[config.mk]
export PLATFORM = sky130hd
export DESIGN_NAME = instr_mem_loader_flat
export DESIGN_NICKNAME = d
export VERILOG_FILES = /design/src/rtl/instr_mem_loader_if.sv /design/src/rtl/instr_mem_loader.sv /design/src/flat_wrapper.sv
export SDC_FILE = /design/constraint.sdc
export NUM_CORES = 1
export LEC_CHECK = 0
export ABC_AREA = 1
export CORE_ASPECT_RATIO = 2
export CORE_MARGIN = 5
export CORE_UTILIZATION = 56
export CTS_CLUSTER_DIAMETER = 200
export DETAILED_ROUTE_END_ITERATION = 10
export PLACE_DENSITY = 0.88
export SLEW_MARGIN = 10
export SYNTH_ARGS = -nofsm -noshare
export SYNTH_HDL_FRONTEND = slang
export SYNTH_SLANG_ARGS = --single-unit
[constraint.sdc]
create_clock -name clk -period 4.75 [get_ports clk]
set_input_delay 1.1875 -clock clk [delete_from_list [all_inputs] [get_ports clk]]
set_output_delay 1.1875 -clock clk [all_outputs]
set_load 0.01 [all_outputs]
[src/rtl/instr_mem_loader_if.sv]
// ============================================================================
// Module   : instr_mem_loader_if
// Purpose  : Byte-stream handshake and instruction-memory write port bundle.
// Revision : 1.0
// ============================================================================
`default_nettype none

interface instr_mem_loader_if #(
  parameter int ADDR_W = 5,
  parameter int DATA_W = 16
);
  logic [7:0]        byte_in;
  logic              byte_valid;
  logic              byte_ready;
  logic              wr_en;
  logic [ADDR_W-1:0] wr_addr;
  logic [DATA_W-1:0] wr_data;

  // master: the loader itself; slave: byte source plus instruction memory
  modport master (
    input  byte_in, byte_valid,
    output byte_ready, wr_en, wr_addr, wr_data
  );

  modport slave (
    output byte_in, byte_valid,
    input  byte_ready, wr_en, wr_addr, wr_data
  );
endinterface

`default_nettype wire

[src/rtl/instr_mem_loader.sv]
// ============================================================================
// Module   : instr_mem_loader
// Purpose  : Packs a byte stream into 16-bit instruction words, writes them,
//            verifies a trailing XOR checksum and holds the CPU meanwhile.
// Revision : 1.0
// ============================================================================
`default_nettype none

module instr_mem_loader #(
  parameter int DEPTH  = 32,
  parameter int ADDR_W = 5,
  parameter int DATA_W = 16
) (
  input  logic                clk,
  input  logic                rst_n,
  input  logic                start,
  input  logic [5:0]          num_words,
  instr_mem_loader_if.master  bus,
  output logic                cpu_hold,
  output logic [5:0]          words_loaded,
  output logic                done,
  output logic                error
);

  localparam logic [5:0] C_DEPTH = 6'(DEPTH);

  typedef enum logic [2:0] {
    S_IDLE  = 3'd0,
    S_HI    = 3'd1,
    S_LO    = 3'd2,
    S_WRITE = 3'd3,
    S_CHK   = 3'd4,
    S_DONE  = 3'd5,
    S_ERR   = 3'd6
  } state_t;

  state_t            state_q, state_d;
  logic [7:0]        hi_q, hi_d;
  logic [7:0]        chk_q, chk_d;
  logic [5:0]        count_q, count_d;
  logic [5:0]        loaded_q, loaded_d;
  logic [ADDR_W-1:0] addr_q, addr_d;
  logic [DATA_W-1:0] data_q, data_d;
  logic              wr_en_q, wr_en_d;
  logic              hold_q, hold_d;

  logic              w_ready;
  logic              w_xfer;
  logic              w_len_ok;

  // Ready is a pure state decode so it never loops back through byte_valid
  assign w_ready  = (state_q == S_HI) || (state_q == S_LO) || (state_q == S_CHK);
  assign w_xfer   = w_ready && bus.byte_valid;
  assign w_len_ok = (num_words != 6'd0) && (num_words <= C_DEPTH);

  always_ff @(posedge clk or negedge rst_n) begin
    if (!rst_n) begin
      state_q  <= S_IDLE;
      hi_q     <= '0;
      chk_q    <= '0;
      count_q  <= '0;
      loaded_q <= '0;
      addr_q   <= '0;
      data_q   <= '0;
      wr_en_q  <= 1'b0;
      hold_q   <= 1'b0;
    end else begin
      state_q  <= state_d;
      hi_q     <= hi_d;
      chk_q    <= chk_d;
      count_q  <= count_d;
      loaded_q <= loaded_d;
      addr_q   <= addr_d;
      data_q   <= data_d;
      wr_en_q  <= wr_en_d;
      hold_q   <= hold_d;
    end
  end

  always_comb begin
    state_d  = state_q;
    hi_d     = hi_q;
    chk_d    = chk_q;
    count_d  = count_q;
    loaded_d = loaded_q;
    addr_d   = addr_q;
    data_d   = data_q;
    wr_en_d  = 1'b0;
    hold_d   = hold_q;

    case (state_q)
      S_IDLE, S_DONE, S_ERR: begin
        if (start) begin
          if (w_len_ok) begin
            count_d  = num_words;
            loaded_d = '0;
            addr_d   = '0;
            chk_d    = '0;
            hold_d   = 1'b1;
            state_d  = S_HI;
          end else begin
            state_d  = S_ERR;
          end
        end
      end

      S_HI: begin
        if (w_xfer) begin
          hi_d    = bus.byte_in;
          chk_d   = chk_q ^ bus.byte_in;
          state_d = S_LO;
        end
      end

      // Word and strobe are registered here so they appear during WRITE
      S_LO: begin
        if (w_xfer) begin
          data_d  = DATA_W'({hi_q, bus.byte_in});
          chk_d   = chk_q ^ bus.byte_in;
          wr_en_d = 1'b1;
          state_d = S_WRITE;
        end
      end

      S_WRITE: begin
        addr_d   = addr_q + 1'b1;
        loaded_d = loaded_q + 6'd1;
        state_d  = ((loaded_q + 6'd1) == count_q) ? S_CHK : S_HI;
      end

      S_CHK: begin
        if (w_xfer) begin
          if (bus.byte_in == chk_q) begin
            hold_d  = 1'b0;
            state_d = S_DONE;
          end else begin
            state_d = S_ERR;
          end
        end
      end

      default: state_d = S_IDLE;
    endcase
  end

  assign bus.byte_ready = w_ready;
  assign bus.wr_en      = wr_en_q;
  assign bus.wr_addr    = addr_q;
  assign bus.wr_data    = data_q;
  assign cpu_hold       = hold_q;
  assign words_loaded   = loaded_q;
  assign done           = (state_q == S_DONE);
  assign error          = (state_q == S_ERR);

  a_wr_single : assert property (@(posedge clk) disable iff (!rst_n)
    wr_en_q |=> !wr_en_q);
  a_ready_idle : assert property (@(posedge clk) disable iff (!rst_n)
    (done || error) |-> !w_ready);
  a_count_range : assert property (@(posedge clk) disable iff (!rst_n)
    loaded_q <= C_DEPTH);

endmodule

`default_nettype wire

[src/flat_wrapper.sv]
// flat-port wrapper written by rule: the top's interface ports become plain ports
module instr_mem_loader_flat 
#(
  parameter int DEPTH  = 32,
  parameter int ADDR_W = 5,
  parameter int DATA_W = 16
)
  (clk, rst_n, start, num_words, cpu_hold, words_loaded, done, error, bus_byte_in, bus_byte_valid, bus_byte_ready, bus_wr_en, bus_wr_addr, bus_wr_data);
  instr_mem_loader_if #(.ADDR_W(ADDR_W), .DATA_W(DATA_W)) bus_i ();
  input  logic clk;
  input  logic rst_n;
  input  logic start;
  input  logic [5:0] num_words;
  output logic cpu_hold;
  output logic [5:0] words_loaded;
  output logic done;
  output logic error;
  input wire logic [$bits(bus_i.byte_in)-1:0] bus_byte_in;
  input wire logic [$bits(bus_i.byte_valid)-1:0] bus_byte_valid;
  output wire logic [$bits(bus_i.byte_ready)-1:0] bus_byte_ready;
  output wire logic [$bits(bus_i.wr_en)-1:0] bus_wr_en;
  output wire logic [$bits(bus_i.wr_addr)-1:0] bus_wr_addr;
  output wire logic [$bits(bus_i.wr_data)-1:0] bus_wr_data;
  assign bus_i.byte_in = bus_byte_in;
  assign bus_i.byte_valid = bus_byte_valid;
  assign bus_byte_ready = bus_i.byte_ready;
  assign bus_wr_en = bus_i.wr_en;
  assign bus_wr_addr = bus_i.wr_addr;
  assign bus_wr_data = bus_i.wr_data;
  instr_mem_loader #(.DEPTH(DEPTH), .ADDR_W(ADDR_W), .DATA_W(DATA_W)) u_core (.clk(clk), .rst_n(rst_n), .start(start), .num_words(num_words), .bus(bus_i), .cpu_hold(cpu_hold), .words_loaded(words_loaded), .done(done), .error(error));
endmodule
* Word level (Yosys, flattened, before mapping)
Cells that the tools add are included.
Operators by class: add/subtract/negate cells 2, order comparisons 1, eq/ne operators 15, mux-type cells 25, bitwise logic cells 1, reductions and logical operators 18
Operators with widths (count):
- $mux W8 | 3
- $mux W3 | 6
- $pmux W8 S2 | 1
- $pmux W3 S5 | 1
- $mux W6 | 2
- $pmux W6 S2 | 1
- $mux W5 | 2
- $ne A2 B1 Y1 const B | 5
- $pmux W5 S2 | 1
- $eq A3 B3 Y1 const B | 3
- $eq A8 B8 Y1 | 1
- $reduce_and A4 Y1 | 2
- $xor A8 B8 Y8 | 1
- $add A6 B1 Y6 const B | 1
- $eq A3 B2 Y1 const B | 2
- $eq A6 B6 Y1 | 1
- $le A6 B6 Y1 const B | 1
- $mux W1 | 6
- $reduce_and A3 Y1 | 2
- $reduce_bool A2 Y1 | 3
- $reduce_bool A6 Y1 | 1
- $add A5 B1 Y5 const B | 1
- $reduce_and A5 Y1 | 1
- $ne A2 B2 Y1 const B | 2
- other kinds (9) | 12
Storage, ports and cells: register bits after elaboration 54, input port bits 18, output and inout port bits 32, logic and storage cells 71

* Longest topological paths before layout
Gate-level depths: netlist of run 1.
depth after elaboration 6, depth in mapped cells 13, gate-level depth less buffers 13

* Worst setup path after synthesis of run 1
OpenSTA, ideal clock, no wires.
path type input -> register, start input port num_words[3], end register u_core.chk_q[0], setup time 0.117 ns, arrival 2.065 ns, data required time 4.633 ns, path slack 2.568 ns, stages 7, path through nor2_1 nand4_1 a21oi_4 nor2_2 o21ai_4 buf_12 o21ai_2
Between the ends: word-level cells in the longest chain between the ends 4, elaborated cells between the ends (all ways) 5
Ends and longest elaborated chain:
- from (decl) | line flat_wrapper.sv:13 | input logic [5:0] num_words;
- $le A6 B6 Y1 or $reduce_bool A6 Y1 (tied branches) | line instr_mem_loader.sv:54 | assign w_len_ok = (num_words != 6'd0) && (num_words <= C_DEPTH);
- $logic_and A1 B1 Y1 (*) | line instr_mem_loader.sv:54
- $ne A2 B1 Y1 (no source line) (*)
- $reduce_and A4 Y1 (no source line) (*)
- to (signal assigned) | line instr_mem_loader.sv:70 | chk_q <= chk_d;
- to (decl) | line instr_mem_loader.sv:39 | logic [7:0] chk_q, chk_d;
Every way passes the cells marked *; elsewhere a longest branch is shown, timed or not. A chain may end at the register's enable or synchronous reset.

* Worst setup path after layout of run 1
start register u_core.state_q[1], end output port bus_byte_ready
Between the ends: word-level cells in the longest chain between the ends 3, elaborated cells between the ends (all ways) 5
Ends and longest elaborated chain:
- from (decl) | line instr_mem_loader.sv:37 | state_t state_q, state_d;
- from (signal assigned) | line instr_mem_loader.sv:68 | state_q <= state_d;
- $eq A3 B1 Y1 or $eq A3 B2 Y1 (tied branches) | line instr_mem_loader.sv:52 | assign w_ready = (state_q == S_HI) || (state_q == S_LO) || (state_q == S_CHK);
- $logic_or A1 B1 Y1 | line instr_mem_loader.sv:52
- $logic_or A1 B1 Y1 (*) | line instr_mem_loader.sv:52
- to (decl) | line flat_wrapper.sv:20 | output wire logic [$bits(bus_i.byte_ready)-1:0] bus_byte_ready;
Marks and branches as above.

==> Implementation_results.wiki, run 1 <==
{| class="wikitable"
! Metric !! Value
|-
| Top cells by count, synth || 72 x nand2_1, 54 x dfrtp_1, 43 x inv_1, 32 x nor2_1, 21 x nand3_1
|-
| Number of cells produced by synthesis || ~320
|-
| Clock Skew || about 0.01 ns
|-
| Total length of routed met2 wires || 3496 µm
|-
| # H-tree levels || 2
|-
| F_max || around 320 MHz
|-
| Pre-antenna DRT Iters || 4
|-
| Element type at the critical path start || register
|-
| Cell total after placement || approximately 420
|-
| Critical path class || register to primary output
|-
| Setup slack of the most critical reg-to-reg path || around 2.7 ns
|-
| Mapped Avg Cell Area || approximately 8.5 µm²
|-
| Global placer's final weighted congestion || between 0.8 and 0.9
|-
| Launch instance of the worst register-to-register path || u_core.state_q[1]
|-
| Share of total power consumed by net switching || a little over two fifths
|-
| Highest layer used for signal routing || met4
|-
| Flop pwr share || between 30% and 40%
|-
| Data arrival time of the critical path || ~1.9 ns
|-
| Routed Antenna Nets || 0
|-
| Max-cap violations || 0
|-
| Post-layout minimum cycle time || 3.089 ns
|-
| Flops & latches, synth || 54
|-
| Largest family of logic cells by synthesized area || simple AND/OR/NAND/NOR gates
|-
| Crit path capture type || primary output
|-
| Number of buffers created by CTS || 5
|-
| Setup violations, final || 0
|-
| Core Box Area || ~0.0048 mm²
|-
| Number of library cell types mapped by synthesis || 27
|-
| Initial cell density of the core || between 50% and 60%
|-
| Comb power frac || ~51%
|-
| Internal power of the cells || roughly 0.0013 W
|-
| Reg-to-Reg End || u_core.bus.wr_data[6]
|-
| Resized cells post-CTS || 0
|-
| Result of the run || completed
|-
| Number of buffers added on ports || 49
|-
| Number of enable-type register cells in the synthesized netlist || 0
|-
| Area leader, netlist || dfrtp_1
|-
| Master cell of the clock root buffer || clkbuf_8
|-
| Actual transition at the worst max-transition pin || 0.9800 ns
|-
| Hold violation total from the final report || 0
|-
| DR vias || about 2300
|-
| Half-perimeter wire length of the detailed placement result || 4861 µm
|-
| Leakage power figure || about 1.6 nW
|-
| Synth Area in Adders || less than 1%
|-
| Clock network fraction of design power || 12.8%
|-
| Area of the die || roughly 0.0065 mm²
|-
| Post-Route M1 WL || 2289 µm
|-
| Die height || ~110 µm
|-
| Synthesized netlist net count || about 340
|-
| DRC marker count from the first detailed-route iteration || 127
|-
| Largest net degree at the start of global routing || 55
|-
| Final net count || ~400
|-
| Routed via count divided by cell count || 5.434
|-
| Pwr/cell area || ~670 mW/mm²
|-
| Relative slew margins || between 30% and 40%
|-
| Wirelength per Cell || roughly 15 µm
|-
| Xor-xnor portion of the synthesized cell area || around 3.2%
|-
| Final Cycle Share || about 65%
|-
| Max Root-Sink Buffers || 2
|-
| Peak supply drop || 404.0 µV
|-
| Setup repair after global routing missed its margin || no
|-
| Async set or reset register ratio after synthesis || 100.0%
|-
| Most frequent cell after synthesis || nand2_1
|-
| Critical hold path startpoint || u_core.cpu_hold
|-
| Horiz. Die Dim || between 50 and 60 µm
|-
| Top post-synthesis cells by area || dfrtp_1 50%, nand2_1 9.9%, inv_1 5.9%
|-
| Net Switching || around 0.00094 W
|-
| Area fraction in compound gates after synthesis || between 10% and 20%
|-
| Detailed-route DRC error count || 0
|-
| CP startpoint || u_core.state_q[1]
|-
| Hold/Removal Path Class || register to register
|-
| Fin cells || about 430
|-
| Layout fillers || between 400 and 500
|-
| Antenna violations before repair || 0
|-
| Sequential element share of the synthesized area || roughly half
|-
| Post-CTS Hold Buffers || 0
|-
| TritonCTS sink count || 54
|-
| Source-to-sink clock delay at the later pin of the worst-skew pair || roughly 0.32 ns
|-
| Most used flip-flop cell after synthesis || dfrtp_1
|-
| # IOs || 50
|-
| Global Route Usage Sum || 21.94%
|-
| Antenna cell count || 0
|-
| Final Max Tran Viols || 0
|-
| Vias in the first global route || roughly 2300
|-
| Number of core rows || 36
|-
| Total length of routed met3 wires || ~370 µm
|-
| Syn-to-layout area delta || 22.39%
|-
| Path depth of the worst reg2reg path || 5
|-
| Global-route wire length before repair || approximately 11000 µm
|-
| Number of buffers added for setup after CTS || 0
|-
| Endpoint of the worst setup timing path || bus_byte_ready
|-
| Remaining global-route overflow || 0
|-
| Setup TNS || 0 ns
|-
| Data required, critical path || approximately 3.6 ns
|-
| Cell area after synthesis || ~0.0027 mm²
|-
| Simple-gate portion of the synthesized area || approximately a quarter
|-
| Proportion of synthesized area in mux cells || around 3.3%
|-
| Worst-path clk slew || around 0.10 ns
|-
| Share of post-route cells with drive strength above 1 || between 10% and 20%
|-
| Warnings from Yosys || 0
|-
| Sum of routed wire length over all layers || 6387 µm
|-
| Largest driver fanout on the critical path || 4
|-
| CTS tree || yes
|-
| Area share of the leading cell type in the synthesized netlist || approximately half
|}
cell usage in the layout, fill, tap and decap left out:
cell type,netlist,layout
nand2_1,72,72
dfrtp_1,54,54
clkdlybuf4s50_1,0,48
inv_1,43,43
nor2_1,32,32
nand3_1,21,21
o21ai_0,18,18
a21oi_1,14,14
xnor2_1,8,8
mux2_2,8,8
or2_2,8,8
o21ai_2,8,8
nand4_1,6,6
clkbuf_8,0,6
o22ai_1,5,5
nand2_2,3,3
nor2_2,2,2
inv_2,2,2
xor2_1,2,2
ha_1,2,2
nand3_4,1,1
a21oi_4,1,1
o21bai_1,1,1
o32ai_1,1,1
nor3_2,1,1
o21ai_4,1,1
inv_6,0,1
clkinvlp_4,0,1
buf_2,5,1
buf_4,1,1
sequential cells by signal (all words and copies together) (netlist names):
signal	cells
u_core.bus.wr_addr	5
u_core.hi_q	8
u_core.bus.wr_data	16
u_core.count_q	6
u_core.cpu_hold	1
u_core.words_loaded	6
u_core.chk_q	8
u_core.state_q	3
u_core.bus.wr_en	1
metrics by stage:
| stage | utilization (%) | hold WS (ns) | area, µm² | total power [W] | setup slack [ns] |
|---|---|---|---|---|---|
| after CTS | 69.26 | 0.4993 | 3338 | 0.002248 | 1.656 |
| after detailed placement | 67.21 | 0.4806 | 3239 | 0.001960 | 1.541 |
| after global placement | 67.21 | 0.4760 | 3239 | 0.001907 | 1.636 |
| after global routing | 69.26 | 0.5164 | 3338 | 0.002418 | 1.534 |
| final | 69.26 | 0.5065 | 3338 | 0.002234 | 1.661 |
| after floorplan | - | 0.4751 | 2728 | 0.001546 | 2.568 |
area by class of cell:
cell class              count  area (µm²)  area share [%]
multi-input cells         215        1155           34.60
inverters                  45       168.9           5.060
clock buffers               6       82.58           2.474
clock inverters             2       16.27          0.4873
flip-flops and latches     54        1351           40.48
repair buffers             50       493.0           14.77
well taps                  57       71.32           2.136
per-layer routing:
layer,track usage (%),vias to the layer above
met3,4.502,16
met1,23.79,1111
met2,38.42,82
li1,-,1122
met5,0,-
met4,11.83,0
kinds of logic (layout without fill, tap and decap cells):
logic type	after synthesis	in the layout
simple gates	146	146
flops	54	54
buf+inv	52	103
compound gates	49	49
xor+xnor	10	10
mux	8	8
fa+ha+maj	2	2
critical path, cell delays in order, from the launching register on:
cell and delay [ns]:
dfrtp_1 0.41, inv_1 0.12, nor2_1 0.08, nand2_1 0.14, nand2_2 0.07, nor2_1 0.22
inv_1 0.07, clkdlybuf4s50_1 0.48
power by group through the flow:
stage | Clock [W] | Sequential (W) | Combinational [W]
5_1_grt | 0.000308 | 0.000842 | 0.00127
4_1_cts | 0.000289 | 0.000811 | 0.00115
3_5_place_dp | 0 | 0.000818 | 0.00114
6_report | 0.000285 | 0.000812 | 0.00114
3_3_place_gp | 0 | 0.000810 | 0.00110
2_1_floorplan | 0 | 0.000839 | 0.000707
how the worst min path moves through the flow:
stage,end,slack [ns],cells past startpoint
final,u_core.cpu_hold,0.51,2
after global routing,u_core.cpu_hold,0.52,2
after CTS,u_core.cpu_hold,0.50,2
after detailed placement,u_core.cpu_hold,0.48,2
after global placement,u_core.cpu_hold,0.48,2
after floorplan,u_core.count_q[5],0.48,2
No activity file was read; power rests on OpenSTA's default activity.
==> run 2: changes to the inputs <==
- CORE_UTILIZATION: 56 -> 47
- PLACE_DENSITY: 0.88 -> 0.79
- clock period: 4.75 -> 2.8 ns (I/O delays scaled with it)
==> run 2 against run 1 <==
Compared with the run above: total power rose by 81%; first-iteration DRC count rose by 29%; largest cell class unchanged; register-to-register slack got worse by 1.7 ns; via count fell by 0.39%; non-clock buffer count rose by 4; critical endpoint unchanged; clock power rose by 150%; routed wire length rose by 0.44%; flip-flop and latch count did not move.
==> Implementation_results.wiki, run 2 (same netlist as run 1, synthesis figures left out) <==
{| class="wikitable"
! Metric !! Value
|-
| Setup TNS || 0 ns (unchanged)
|-
| Pwr/cell area || 1168 mW/mm² (+75%)
|-
| Die height || 117.7 µm (+8.3%)
|-
| CTS tree || yes
|-
| Number of buffers added for setup after CTS || 0 (unchanged)
|-
| Horiz. Die Dim || 63.87 µm (+7.6%)
|-
| DRC marker count from the first detailed-route iteration || 164 (+29%)
|-
| Wirelength per Cell || 14.68 µm (-1.4%)
|-
| Syn-to-layout area delta || 26.70%
|-
| Global-route track usage on met2 || 32.12% (-6.3 points)
|-
| Routed via count divided by cell count || 5.314 (-2.2%)
|-
| Data arrival time of the critical path || 1.89 ns (about the same)
|-
| Share of post-route cells with drive strength above 1 || 13.03% (+0.94 points)
|-
| Resized cells post-CTS || 0 (unchanged)
|-
| Remaining global-route overflow || 0 (unchanged)
|-
| F_max || approximately 390 MHz
|-
| Global-route wire length before repair || 10670 µm (+0.92%)
|-
| WHS || 0.3815 ns (-0.1250 ns)
|-
| Setup violations, final || 0 (unchanged)
|-
| Master cell of the clock root buffer || clkbuf_16
|-
| Half-perimeter wire length of the detailed placement result || 4979 µm (+2.4%)
|-
| # H-tree levels || 2 (unchanged)
|-
| Crit path capture type || primary output
|-
| Leakage power figure || 1.612 nW (+4.0%)
|-
| Setup repair after global routing missed its margin || no
|-
| Most common cell after layout, fill and taps aside || nand2_1
|-
| Reg-to-Reg End || u_core.chk_q[4]
|-
| Seq. cell area || 0.001351 mm² (unchanged)
|-
| Vias in the first global route || 2368 (+1.0%)
|-
| Antenna cell count || 0 (unchanged)
|-
| Cell with the largest stage delay on the worst path || clkdlybuf4s50_1
|-
| Hold violation total from the final report || 0 (unchanged)
|-
| Source-to-sink clock delay at the later pin of the worst-skew pair || 0.29 ns (-0.03 ns)
|-
| Relative slew margins || 64.92% (+30 points)
|-
| Number of buffers created by CTS || 5 (unchanged)
|-
| Launch instance of the worst register-to-register path || u_core.state_q[1]
|-
| Hold/Removal Path Class || input port to asynchronous set/reset pin
|-
| CP startpoint || u_core.state_q[0]
|-
| Post-Route Utilization || 61.05% (-8.2 points)
|-
| Met1 routing resource usage after global routing || 18.01% (-5.8 points)
|-
| Clock Skew || 0.003016 ns (-0.006994 ns)
|-
| TritonCTS sink count || 54 (unchanged)
|-
| Final net count || 395 (+1.0%)
|-
| Layout fillers || 493 (+19%)
|-
| Final Cycle Share || between 90 and 100%
|-
| Worst-path clk slew || 0.07 ns (-0.03 ns)
|-
| Highest-count cells in the layout ignoring fill and taps || 72 x nand2_1, 54 x dfrtp_1, 48 x clkdlybuf4s50_1, 43 x inv_1, 32 x nor2_1
|-
| Final Max Tran Viols || 0 (unchanged)
|-
| Pre-antenna DRT Iters || 4 (unchanged)
|-
| Max Root-Sink Buffers || 2 (unchanged)
|-
| Critical path class || register to primary output
|-
| Initial cell density of the core || 48.19% (-8.4 points)
|-
| Core Box Area || 0.005660 mm² (+17%)
|-
| Result of the run || completed
|-
| Global Route Usage Sum || 17.51% (-4.4 points)
|-
| Number of flip-flops in the largest register || 16 (unchanged)
|-
| Number of core rows || 39 (+8.3%)
|-
| Path depth of the worst reg2reg path || 9 (+4)
|-
| Crit-path cells || inv_1, nand2_1, nor2_1, nor2_1, inv_1, clkdlybuf4s50_1
|-
| Max-cap violations || 0 (unchanged)
|-
| Global placer's final weighted congestion || 0.8913 (+5.4%)
|-
| Post-layout minimum cycle time || ~2.6 ns
|-
| Detailed-route DRC error count || 0 (unchanged)
|-
| Actual transition at the worst max-transition pin || 0.5243 ns (-0.4558 ns)
|-
| Antenna violations before repair || 0 (unchanged)
|-
| Global Route met3 Usage || 2.674% (-1.8 points)
|-
| Setup slack of the most critical reg-to-reg path || 0.98 ns (-1.70 ns)
|-
| # IOs || 50 (unchanged)
|-
| Data required, critical path || 2.10 ns (-1.46 ns)
|-
| Number of buffers added on ports || 49 (unchanged)
|-
| Routed Antenna Nets || 0 (unchanged)
|-
| Post-CTS Hold Buffers || 0 (unchanged)
|-
| Area of the die || 0.007519 mm² (+17%)
|-
| Largest net degree at the start of global routing || 34 (-38%)
|-
| Sum of routed wire length over all layers || 6415 µm (+0.44%)
|-
| Element type at the critical path start || register
|-
| Peak supply drop || 708.7 µV (+75%)
|-
| Largest driver fanout on the critical path || 5 (+1)
|-
| Critical path's largest stage delay || 0.53 ns (+0.05 ns)
|-
| Multi-input combinational cell area || 0.001155 mm² (unchanged)
|-
| Most heavily used metal layer in global routing || met2
|-
| DR vias || 2322 (-0.39%)
|}
[run 2: metal layers]
layer / vias to the layer above / part of all wire (%)
met2: 70 / 55
met4: 0 / 3.5
met1: 1099 / 36
li1: 1133 / -
met5: - / 0
met3: 20 / 4.5
[run 2: power by group]
group	internal, W	total, W	switching, W
sequential	0.00113	0.00138	0.000252
combinational	0.000890	0.00195	0.00106
clock	0.000424	0.000703	0.000280
[run 2: worst max path at each step]
stage | to | slack, ns
floorplan | u_core.chk_q[0] | 1.11
global placement | u_core.count_q[1] | 0.47
detailed placement | u_core.count_q[2] | 0.44
CTS | bus_byte_ready | 0.19
global route | bus_byte_ready | 0.07
finish | bus_byte_ready | 0.21
[run 2: final cells by class]
type | instances | area share (%)
sequential | 54 | 39.10
multi-input combinational | 215 | 33.42
timing repair buffer | 54 | 15.50
inverter | 45 | 4.888
clock buffer | 5 | 3.621
tap | 61 | 2.209
clock inverter | 3 | 1.267
[run 2: per-stage QoR]
step	setup WS [ns]	instance area, µm²	cells	power (W)
final	0.2084	3456	437	0.004036
after detailed placement	0.4387	3287	429	0.003360
after floorplan	1.105	2728	321	0.002622
after global placement	0.4694	3287	429	0.003284
after global routing	0.06852	3456	437	0.004350
after CTS	0.1918	3456	437	0.004073
[run 2: critical path: cells and delay by family, from the launching register on]
family / cells / cell delay [ns]
buffers and inverters: 3 / 0.71
AND/OR/NAND/NOR: 3 / 0.49
flip-flops: 1 / 0.42
==> run 3: changes to the inputs <==
- GPL_ROUTABILITY_DRIVEN: default -> 1
==> results of run 3 <==
Same layout as run 2: the final DEF is identical, and so are final timing and power.
